--- config.mk ---
export PLATFORM = sky130hd
export DESIGN_NAME = uart_rx_ctrl_flat
export DESIGN_NICKNAME = d
export VERILOG_FILES = /design/src/rtl/uart_pkg.sv /design/src/rtl/uart_rx_ctrl_if.sv /design/src/rtl/byte_fifo.sv /design/src/rtl/uart_rx_ctrl.sv /design/src/flat_wrapper.sv
export SDC_FILE = /design/constraint.sdc
export NUM_CORES = 1
export LEC_CHECK = 0
export CAP_MARGIN = 40
export CORE_UTILIZATION = 56
export DETAILED_ROUTE_END_ITERATION = 12
export GPL_TIMING_DRIVEN = 1
export PLACE_DENSITY = 0.79
export SKIP_CTS_REPAIR_TIMING = 1
export SYNTH_ARGS = -nofsm -noshare
export SYNTH_HDL_FRONTEND = slang
export SYNTH_SLANG_ARGS = --single-unit
--- constraint.sdc ---
create_clock -name clk -period 3.1 [get_ports clk]
set_input_delay 0.62 -clock clk [delete_from_list [all_inputs] [get_ports clk]]
set_output_delay 0.62 -clock clk [all_outputs]
set_load 0.03 [all_outputs]
--- src/rtl/uart_pkg.sv ---
// Shared definitions for the Uart8 receive controller: state encoding and
// default serial timing.
package uart_pkg;

  typedef enum logic [1:0] {
    DISABLED  = 2'd0,
    ARMED     = 2'd1,
    RECEIVING = 2'd2,
    RECOVER   = 2'd3
  } rxState_t;

  localparam int CLOCK_RATE  = 12000000;
  localparam int BAUD        = 9600;
  localparam int FRAME_BITS  = 10;
  localparam int IDLE_CYCLES = (CLOCK_RATE / BAUD) * FRAME_BITS;

endpackage

--- src/rtl/uart_rx_ctrl_if.sv ---
// Handshake bundle between the Uart8 receiver, the receive controller and
// the byte consumer. The controller takes the slave view.
interface uart_rx_ctrl_if;

  logic       enable;
  logic       flush;
  logic       rxLine;
  logic       uartRxEn;
  logic       uartRxBusy;
  logic       uartRxDone;
  logic       uartRxErr;
  logic [7:0] uartRxByte;
  logic       outValid;
  logic       outReady;
  logic [7:0] outByte;

  modport slave (
    input  enable, flush, rxLine, uartRxBusy, uartRxDone, uartRxErr,
           uartRxByte, outReady,
    output uartRxEn, outValid, outByte
  );

  modport master (
    output enable, flush, rxLine, uartRxBusy, uartRxDone, uartRxErr,
           uartRxByte, outReady,
    input  uartRxEn, outValid, outByte
  );

endinterface

--- src/rtl/byte_fifo.sv ---
// Small synchronous byte FIFO. Head byte is read straight from storage, so a
// push becomes visible the cycle after it is written (no fall-through).
module byte_fifo #(
  parameter int DEPTH = 8
) (
  input  logic                    clk,
  input  logic                    reset,
  input  logic                    push,
  input  logic                    pop,
  input  logic                    flush,
  input  logic [7:0]              pushData,
  output logic [7:0]              headData,
  output logic [$clog2(DEPTH):0]  count,
  output logic                    full,
  output logic                    empty
);

  localparam int AW = $clog2(DEPTH);
  localparam int CW = AW + 1;

  logic [7:0]    mem_q [DEPTH];
  logic [AW-1:0] wrPtr_q;
  logic [AW-1:0] rdPtr_q;
  logic [CW-1:0] count_q;
  logic          doPush;
  logic          doPop;

  assign empty    = (count_q == '0);
  assign full     = (count_q == CW'(DEPTH));
  assign count    = count_q;
  assign headData = mem_q[rdPtr_q];

  // A pop from an empty FIFO is ignored; a push into a full FIFO only lands
  // if a pop frees the slot in the same cycle.
  always_comb begin
    doPop  = pop && !empty;
    doPush = push && (!full || doPop);
  end

  // Storage, pointers and occupancy; flush overrides any same-cycle push/pop.
  always_ff @(posedge clk or negedge reset) begin
    if (!reset) begin
      for (int i = 0; i < DEPTH; i++) mem_q[i] <= '0;
      wrPtr_q <= '0;
      rdPtr_q <= '0;
      count_q <= '0;
    end else if (flush) begin
      wrPtr_q <= '0;
      rdPtr_q <= '0;
      count_q <= '0;
    end else begin
      if (doPush) begin
        mem_q[wrPtr_q] <= pushData;
        wrPtr_q        <= wrPtr_q + 1'b1;
      end
      if (doPop) rdPtr_q <= rdPtr_q + 1'b1;
      case ({doPush, doPop})
        2'b10:   count_q <= count_q + 1'b1;
        2'b01:   count_q <= count_q - 1'b1;
        default: count_q <= count_q;
      endcase
    end
  end

endmodule

--- src/rtl/uart_rx_ctrl.sv ---
// Sequences the Uart8 receiver: arms it on host enable, stores good bytes in
// a FIFO, counts good and errored frames, and after an error keeps the
// receiver off until the line has been idle for a full frame time.
module uart_rx_ctrl #(
  parameter int FIFO_DEPTH  = 8,
  parameter int IDLE_CYCLES = 12500,
  parameter int CNT_WIDTH   = 16
) (
  input  logic                         clk,
  input  logic                         reset,
  uart_rx_ctrl_if.slave                bus,
  output logic [$clog2(FIFO_DEPTH):0]  fifoCount,
  output logic                         overflow,
  output logic [CNT_WIDTH-1:0]         frameCount,
  output logic [CNT_WIDTH-1:0]         errCount,
  output logic [1:0]                   state
);

  import uart_pkg::*;

  localparam int IW = $clog2(IDLE_CYCLES + 1);
  localparam logic [IW-1:0] IDLE_LAST = IW'(IDLE_CYCLES - 1);

  rxState_t             state_q, state_d;
  logic                 sync1_q, sync2_q;
  logic [IW-1:0]        idleCnt_q, idleCnt_d;
  logic [CNT_WIDTH-1:0] frameCnt_q, frameCnt_d;
  logic [CNT_WIDTH-1:0] errCnt_q, errCnt_d;
  logic                 overflow_q, overflow_d;
  logic                 listening;
  logic                 goodFrame;
  logic                 badFrame;
  logic                 fifoFull;
  logic                 fifoEmpty;
  logic                 fifoPop;

  assign listening = (state_q == ARMED) || (state_q == RECEIVING);
  assign goodFrame = listening && bus.uartRxDone && !bus.uartRxErr;
  assign badFrame  = listening && bus.uartRxErr;
  assign fifoPop   = bus.outReady && !fifoEmpty;

  assign bus.uartRxEn = listening;
  assign bus.outValid = !fifoEmpty;
  assign overflow     = overflow_q;
  assign frameCount   = frameCnt_q;
  assign errCount     = errCnt_q;
  assign state        = state_q;

  // Two-flop synchronizer on the raw line; presets high so a reset never
  // looks like activity on the line.
  always_ff @(posedge clk or negedge reset) begin
    if (!reset) begin
      sync1_q <= 1'b1;
      sync2_q <= 1'b1;
    end else begin
      sync1_q <= bus.rxLine;
      sync2_q <= sync1_q;
    end
  end

  // Controller state, idle counter, frame/error counters and sticky overflow.
  always_ff @(posedge clk or negedge reset) begin
    if (!reset) begin
      state_q    <= DISABLED;
      idleCnt_q  <= '0;
      frameCnt_q <= '0;
      errCnt_q   <= '0;
      overflow_q <= 1'b0;
    end else begin
      state_q    <= state_d;
      idleCnt_q  <= idleCnt_d;
      frameCnt_q <= frameCnt_d;
      errCnt_q   <= errCnt_d;
      overflow_q <= overflow_d;
    end
  end

  // Next state: frame completion/error is honoured in ARMED as well as
  // RECEIVING so a missed busy pulse never loses a frame; recovery leaves
  // exactly when the synchronized line has been high for IDLE_CYCLES clocks.
  always_comb begin
    state_d   = state_q;
    idleCnt_d = idleCnt_q;
    case (state_q)
      DISABLED: begin
        if (bus.enable) state_d = ARMED;
      end
      ARMED, RECEIVING: begin
        if (badFrame) begin
          state_d   = RECOVER;
          idleCnt_d = '0;
        end else if (goodFrame) begin
          state_d = bus.enable ? ARMED : DISABLED;
        end else if (state_q == ARMED) begin
          if (!bus.enable)         state_d = DISABLED;
          else if (bus.uartRxBusy) state_d = RECEIVING;
        end
      end
      RECOVER: begin
        if (sync2_q) begin
          if (idleCnt_q == IDLE_LAST) begin
            state_d   = bus.enable ? ARMED : DISABLED;
            idleCnt_d = '0;
          end else begin
            idleCnt_d = idleCnt_q + 1'b1;
          end
        end else begin
          idleCnt_d = '0;
        end
      end
      default: state_d = DISABLED;
    endcase
  end

  // Frame counter wraps, error counter saturates, and overflow is set only
  // when a good byte is actually dropped; flush clears it.
  always_comb begin
    frameCnt_d = frameCnt_q;
    errCnt_d   = errCnt_q;
    overflow_d = overflow_q;
    if (goodFrame) frameCnt_d = frameCnt_q + 1'b1;
    if (badFrame && (errCnt_q != '1)) errCnt_d = errCnt_q + 1'b1;
    if (bus.flush) overflow_d = 1'b0;
    else if (goodFrame && fifoFull && !fifoPop) overflow_d = 1'b1;
  end

  byte_fifo #(
    .DEPTH (FIFO_DEPTH)
  ) u_fifo (
    .clk      (clk),
    .reset    (reset),
    .push     (goodFrame),
    .pop      (bus.outReady),
    .flush    (bus.flush),
    .pushData (bus.uartRxByte),
    .headData (bus.outByte),
    .count    (fifoCount),
    .full     (fifoFull),
    .empty    (fifoEmpty)
  );

endmodule

--- src/flat_wrapper.sv ---
// flat-port wrapper written by rule: the top's interface ports become plain ports
module uart_rx_ctrl_flat import uart_pkg::*;
#(
  parameter int FIFO_DEPTH  = 8,
  parameter int IDLE_CYCLES = 12500,
  parameter int CNT_WIDTH   = 16
)
  (clk, reset, fifoCount, overflow, frameCount, errCount, state, bus_enable, bus_flush, bus_rxLine, bus_uartRxBusy, bus_uartRxDone, bus_uartRxErr, bus_uartRxByte, bus_outReady, bus_uartRxEn, bus_outValid, bus_outByte);
  uart_rx_ctrl_if bus_i ();
  input  logic clk;
  input  logic reset;
  output logic [$clog2(FIFO_DEPTH):0] fifoCount;
  output logic overflow;
  output logic [CNT_WIDTH-1:0] frameCount;
  output logic [CNT_WIDTH-1:0] errCount;
  output logic [1:0] state;
  input wire logic [$bits(bus_i.enable)-1:0] bus_enable;
  input wire logic [$bits(bus_i.flush)-1:0] bus_flush;
  input wire logic [$bits(bus_i.rxLine)-1:0] bus_rxLine;
  input wire logic [$bits(bus_i.uartRxBusy)-1:0] bus_uartRxBusy;
  input wire logic [$bits(bus_i.uartRxDone)-1:0] bus_uartRxDone;
  input wire logic [$bits(bus_i.uartRxErr)-1:0] bus_uartRxErr;
  input wire logic [$bits(bus_i.uartRxByte)-1:0] bus_uartRxByte;
  input wire logic [$bits(bus_i.outReady)-1:0] bus_outReady;
  output wire logic [$bits(bus_i.uartRxEn)-1:0] bus_uartRxEn;
  output wire logic [$bits(bus_i.outValid)-1:0] bus_outValid;
  output wire logic [$bits(bus_i.outByte)-1:0] bus_outByte;
  assign bus_i.enable = bus_enable;
  assign bus_i.flush = bus_flush;
  assign bus_i.rxLine = bus_rxLine;
  assign bus_i.uartRxBusy = bus_uartRxBusy;
  assign bus_i.uartRxDone = bus_uartRxDone;
  assign bus_i.uartRxErr = bus_uartRxErr;
  assign bus_i.uartRxByte = bus_uartRxByte;
  assign bus_i.outReady = bus_outReady;
  assign bus_uartRxEn = bus_i.uartRxEn;
  assign bus_outValid = bus_i.outValid;
  assign bus_outByte = bus_i.outByte;
  uart_rx_ctrl #(.FIFO_DEPTH(FIFO_DEPTH), .IDLE_CYCLES(IDLE_CYCLES), .CNT_WIDTH(CNT_WIDTH)) u_core (.clk(clk), .reset(reset), .bus(bus_i), .fifoCount(fifoCount), .overflow(overflow), .frameCount(frameCount), .errCount(errCount), .state(state));
endmodule
=== Yosys cells after proc, flatten, opt, wreduce, memory -nomap -nowiden ===
Index checks and enable logic that the tools add are counted.

* Register bits: 125
* Input port bits: 17
* Word-level logic and storage cells: 99

* Magnitude comparators: 3
* Bitwise gates (word level): 3
* Mux-type cells: 28
* Add/sub/neg operators: 7
* Reduce and logical (&&, ||, !) cells: 26
* Eq/ne operators: 14

{| class="wikitable"
|+ Operators by type and width
! cell !! number
|-
| $bwmux W64 || 1
|-
| $mux W14 || 3
|-
| $add A16 B1 Y16 const B || 2
|-
| $pmux W14 S2 || 1
|-
| $bmux W8 S3 || 1
|-
| $demux W8 S3 || 1
|-
| $mux W8 || 3
|-
| $mux W2 || 8
|-
| $ne A16 B16 Y1 const B || 1
|-
| $add A14 B1 Y14 const B || 1
|-
| $eq A14 B14 Y1 const B || 1
|-
| $mux W3 || 4
|-
| $logic_and A1 B1 Y1 || 9
|-
| $ge A4 B4 Y1 const B || 2
|-
| $not A3 Y4 || 2
|-
| $pmux W4 S2 || 1
|-
| $reduce_bool A2 Y1 || 4
|-
| $add A3 B1 Y3 const B || 2
|-
| $eq A2 B2 Y1 const B || 3
|-
| $ne A2 B1 Y1 const B || 3
|-
| $pmux W2 S3 || 1
|-
| $ne A5 B3 Y1 const B || 1
|-
| $reduce_and A5 Y1 || 1
|-
| $add A4 B1 Y4 const B || 1
|-
| 16 further kinds || 24
|}

=== Logic depth before layout (Yosys ltp) ===
* Depth in word-level cells: 8
* Mapped depth: 12

=== By module ===
Synthesis repeated with hierarchy kept, for this count alone.

* Cells, all modules: 493
* Area total of the unflattened synthesis: 6242.2 um2

{| class="wikitable"
|+ By module, submodules not included
! module !! area an instance (um2) !! sequential area each (um2) !! instances !! cells an instance
|-
| byte_fifo || 3674.8 || 1851.8 || 1 || 244
|-
| uart_rx_ctrl || 2567.5 || 1278.7 || 1 || 249
|}

=== Worst setup path after synthesis ===
OpenSTA, ideal clock, no wires.

* Kind: register -> register
* From: register u_core.state_q[0], in the netlist u_core.state[0]
* To: register u_core.u_fifo.count_q[3], in the netlist u_core.u_fifo.count[3]
* Clock period less this slack: 3018 ps
* Cell stages (with the launch flop): 13
* Path slack: 82 ps
* Arrival: 2886 ps
* Path through: dfrtp_1 -> inv_1 -> ha_1 -> buf_2 -> and3b_1 -> clkbuf_1 -> nor2_1 -> ha_1 -> o211ai_1 -> o21ai_0 -> mux2i_1 -> xor2_1 -> nor2_1

* Longest elaborated chain between the ends: 8
* Elaborated cells between the ends (all ways): 11
* Those cells by class: 4 x eq/ne; 2 x mux; 5 x reduce/logical

{| class="wikitable"
|+ Ends and longest elaborated chain
! what !! RTL line !! RTL
|-
| start: declaration || uart_rx_ctrl.sv:24 || <nowiki>rxState_t state_q, state_d;</nowiki>
|-
| start signal: assignment || uart_rx_ctrl.sv:70 || <nowiki>state_q <= state_d;</nowiki>
|-
| $eq A2 B1 Y1 / $eq A2 B2 Y1 (equally long branches) || uart_rx_ctrl.sv:37 || <nowiki>assign listening = (state_q == ARMED) || (state_q == RECEIVING);</nowiki>
|-
| $logic_or A1 B1 Y1 * || uart_rx_ctrl.sv:37 ||
|-
| named net bus_uartRxEn || flat_wrapper.sv:25 || <nowiki>output wire logic [$bits(bus_i.uartRxEn)-1:0] bus_uartRxEn;</nowiki>
|-
| $logic_and A1 B1 Y1 * (2 in series) || uart_rx_ctrl.sv:38 || <nowiki>assign goodFrame = listening && bus.uartRxDone && !bus.uartRxErr;</nowiki>
|-
| $logic_and A1 B1 Y1 * || byte_fifo.sv:37 || <nowiki>doPush = push && (!full || doPop);</nowiki>
|-
| $eq A2 B1 Y1 / $eq A2 B2 Y1 (equally long branches) || byte_fifo.sv:57 || <nowiki>case ({doPush, doPop})</nowiki>
|-
| $pmux W4 S2 || byte_fifo.sv:57 ||
|-
| $mux W4 || byte_fifo.sv:47 || <nowiki>end else if (flush) begin</nowiki>
|-
| end signal: assignment || byte_fifo.sv:58 || <nowiki>2'b10: count_q <= count_q + 1'b1;</nowiki>
|-
| end signal: assignment || byte_fifo.sv:59 || <nowiki>2'b01: count_q <= count_q - 1'b1;</nowiki>
|-
| end signal: assignment || byte_fifo.sv:60 || <nowiki>default: count_q <= count_q;</nowiki>
|-
| end: declaration || byte_fifo.sv:24 || <nowiki>logic [CW-1:0] count_q;</nowiki>
|}

Mark *: on every way through the listed nets, which the timed path passes. The rest lies on a longest branch.
A chain may end at the register's enable or synchronous reset.

=== Worst setup path after layout ===
* From: register u_core.u_fifo.count_q[1], in the netlist u_core.u_fifo.count[1]
* To: output port bus_outValid

* Longest elaborated chain between the ends: 2

{| class="wikitable"
|+ Ends and longest elaborated chain
! what !! RTL line !! RTL
|-
| $logic_not A4 Y1 || byte_fifo.sv:28 || <nowiki>assign empty = (count_q == '0);</nowiki>
|-
| $logic_not A1 Y1 || uart_rx_ctrl.sv:43 || <nowiki>assign bus.outValid = !fifoEmpty;</nowiki>
|-
| end: declaration || flat_wrapper.sv:26 || <nowiki>output wire logic [$bits(bus_i.outValid)-1:0] bus_outValid;</nowiki>
|}

No other way between the ends.

==> results.yml <==
finish:
  multiInputGateArea_sq_mm: 0.00272
  final-seq-area_sq_mm: 0.00313
  nets: 579
  fillers: 667
  diodes: 0
  drive_above_1_share_pct: 27.0
  synthToLayoutAreaGrowth_pct: 27.7
  final_cells: 700
drt:
  routed_wl_microns: 12300
  wl_met3_microns: 666
  top_layer_used: "met4"
  avgRoutedWirePerCell_microns: 17.5
  drc: 0
  drtPass1Iterations: 4
  viasPerCell: 5.70
  wl_met2_microns: 6000
  num_vias: 3988
  antenna_left: 0
  wl_met1_microns: 5360
  drt_iter0_markers: 143
timing:
  hold_ws_ps: 174
  report.final.slew_viol_count: 0
  maxSlewHeadroom_pct: 47.5
  fin_crit_sh_pct: 92.5
  finalHoldViolCount: 0
  rsz0062_at_grt: "no"
  worst_slack_ps: 232
  min_period_ps: 2870
  max_freq_mhz: 349
  clock_skew_ps: 6.52
  setup_tns_ps: 0
  setup_violations: 0
  worst_pin_slew_ps: 787
logic_synthesis:
  synth_top_family_by_area: "multiplexers"
  synth_top_area_cell: "dfrtp_1"
  synthMuxAreaShare_pct: 21.2
  yosysWarnings: 0
  syn_inst: 463
  syn_area_per_cell_sq_um: 12.8
  ys_seq_area_share_pct: 52.7
  synth_nets: 491
  ys_async_sr_fraction_pct: 100
  synth_cell_types: 53
  ys_ff_latch: 125
  synth_ff_type: "dfrtp_1"
  synth_edf_count: 0
  syn_area_sq_mm: 0.00594
  yosys-top-cells-area: "dfrtp_1 52%, mux2_2 14%, mux4_2 6.1%, xnor2_1 3.2%, xor2_1 3.1%"
  yosys.area_share.simple_pct: 12.1
  synth_fa_ha_area_share_pct: 2.32
  synth-xor-area-share_pct: 6.34
  synth_top_area_share_pct: 51.8
  synth-compound-area-share_pct: 3.90
power:
  swShare_pct: 31.9
  p_sw_mw: 2.04
  clockPowerShare_pct: 35.9
  p_comb_share_pct: 31.6
  leakagePower_nw: 3.55
  ir_drop_uv: 612
  internal_power_mw: 4.36
  pwr-share-seq_pct: 32.5
  cellPowerDensity_mw_per_mm2: 844
grt:
  grt_max_degree: 62
  grt_pass1_wl_microns: 20100
  overflow: 0
  grt_pass1_vias: 3974
  grt_util_all_layers_pct: 24.1
  antenna_found_initial: 0
clock_network:
  clk_latency_ps: 530
  cts_buffers: 17
  root_buffer: "clkbuf_8"
  htree_levels: 4
  clock_path_buffers: 2
  tritoncts: "yes"
  clk_pin_slew_worst_paths_ps: 60
  cts.sinks: 125
die:
  design.die.area_sq_mm: 0.0110
  start_util_pct: 57.5
  die_h_microns: 105
  core.rowCount: 37
  core_area_sq_mm: 0.0103
  boundaryPins: 66
  die_w_microns: 105
placement:
  place_congestion: 0.887
  post-place-ws_ps: 303
  hpwl_microns: 7920
  portBuffers: 65
  placed_cells: 668
min_path:
  hold_class: "in -> async"
flow_run:
  max_cap_viol_count: 0
worst_setup_path:
  crit_arrival_ps: 2250
  critPathMaxFanout: 9
  crit_path_end_kind: "output pin"
  critPathKind: "reg -> out"
  critPathRequiredTime_ps: 2480
  cp-start-kind: "flop"
outcome:
  status: "completed"
routing by layer:
metal	vias to the layer above	GRT usage, %
li1	1859	-
met1	2017	32.0
met2	92	37.0
met3	20	7.36
met4	0	10.2
met5	-	0
registers in the layout, indices dropped and copies added (netlist names):
signal                 cells
u_core.errCount           16
u_core.u_fifo.count        4
u_core.frameCount         16
u_core.state               2
u_core.idleCnt_q          14
u_core.u_fifo.rdPtr_q      3
u_core.sync1_q             1
u_core.u_fifo.mem_q       64
u_core.u_fifo.wrPtr_q      3
u_core.overflow            1
u_core.sync2_q             1
cells in the mapped netlist (2+ instances only):
cell      number
xor2_1        21
o21a_1         3
nand3_1       22
o21ai_0        8
dfrtp_1      123
o211ai_1       2
nor4_1         3
nand4_1       11
nor3_1         6
clkbuf_1       7
a21oi_1        5
and3_1         6
nand2b_1       3
nor2b_1        2
nor3b_1        2
buf_1          3
a31oi_1        3
nand2_1       28
inv_1         10
a21o_1         3
nand4b_1       2
and4_1         3
dfstp_2        2
nor2_1        30
mux2i_1        6
or4_1          2
xnor2_1       22
ha_1          11
mux2_2        73
buf_2          3
mux4_2        16
metrics by stage:
stage                     util (%)  total power, mW  area (sq um)
after global placement        66.6             4.07          6870
final                         73.5             6.40          7580
after global routing          73.5             6.69          7580
after CTS                     73.3             6.47          7560
after detailed placement      66.6             4.13          6870
after floorplan                  -             3.41          5940
worst paths after layout:
check / start / end / slack (ps) / cells after the start
worst max register to register: u_core.u_fifo.count[1] / u_core.u_fifo.count[3] / 680 / 8
worst min register to register: u_core.sync1_q / u_core.sync2_q / 350 / 0
worst min-delay path: reset / u_core.state[1] / 170 / 1
max in group asynchronous: reset / u_core.frameCount[6] / 2170 / 2
worst max-delay path: u_core.u_fifo.count[1] / bus_outValid / 230 / 3
min in group clk: u_core.sync1_q / u_core.sync2_q / 350 / 0
cell families (layout without fill, tap and decap cells):
| group | after synthesis | after routing |
|---|---|---|
| AOI/OAI and AO/OA | 33 | 33 |
| and+or+nand+nor | 132 | 132 |
| DFF | 125 | 125 |
| xor gates and xnor gates | 43 | 43 |
| buffers and inverters | 23 | 124 |
| adders and majority gates | 11 | 11 |
| muxes | 96 | 96 |
final cells by class:
| cell class | instances | area share, % |
|---|---|---|
| clock buffers | 18 | 5.64 |
| multi-input cells | 315 | 35.9 |
| well taps | 136 | 2.24 |
| inverters | 10 | 0.495 |
| repair buffers | 82 | 11.0 |
| flip-flops and latches | 125 | 41.3 |
| clock inverters | 14 | 3.48 |
cell usage in the layout, fill, tap and decap left out, types with 3 or more instances in the layout:
master / instances
nand2_1: 28
clkdlybuf4s50_1: 56
a21oi_1: 5
mux2_2: 73
o21ai_0: 8
inv_1: 10
nand2b_1: 3
a21o_1: 3
a31oi_1: 3
nor3_1: 6
o21a_1: 3
and3_1: 6
ha_1: 11
nand4_1: 11
clkinvlp_4: 3
bufinv_16: 7
dfrtp_1: 123
buf_12: 3
dlymetal6s2s_1: 8
nor4_1: 3
mux4_2: 16
mux2i_1: 6
nor2_1: 30
xnor2_1: 22
clkbuf_16: 16
nand3_1: 22
buf_4: 15
xor2_1: 21
and4_1: 3
power groups by stage:
stage	Clock [mW]	Sequential (mW)	Combinational (mW)
after floorplan	0	2.22	1.19
after global placement	0	2.09	1.99
after detailed placement	0	2.10	2.03
after CTS	2.34	2.08	2.05
after global routing	2.41	2.11	2.18
final	2.30	2.08	2.02
worst max-delay path: stages, from the launching register on:
cell and delay, ps:
dfrtp_1 480, nor3_1 540, nand2b_1 100, clkdlybuf4s50_1 610
Note: power is estimated with default switching activity, not from simulation.
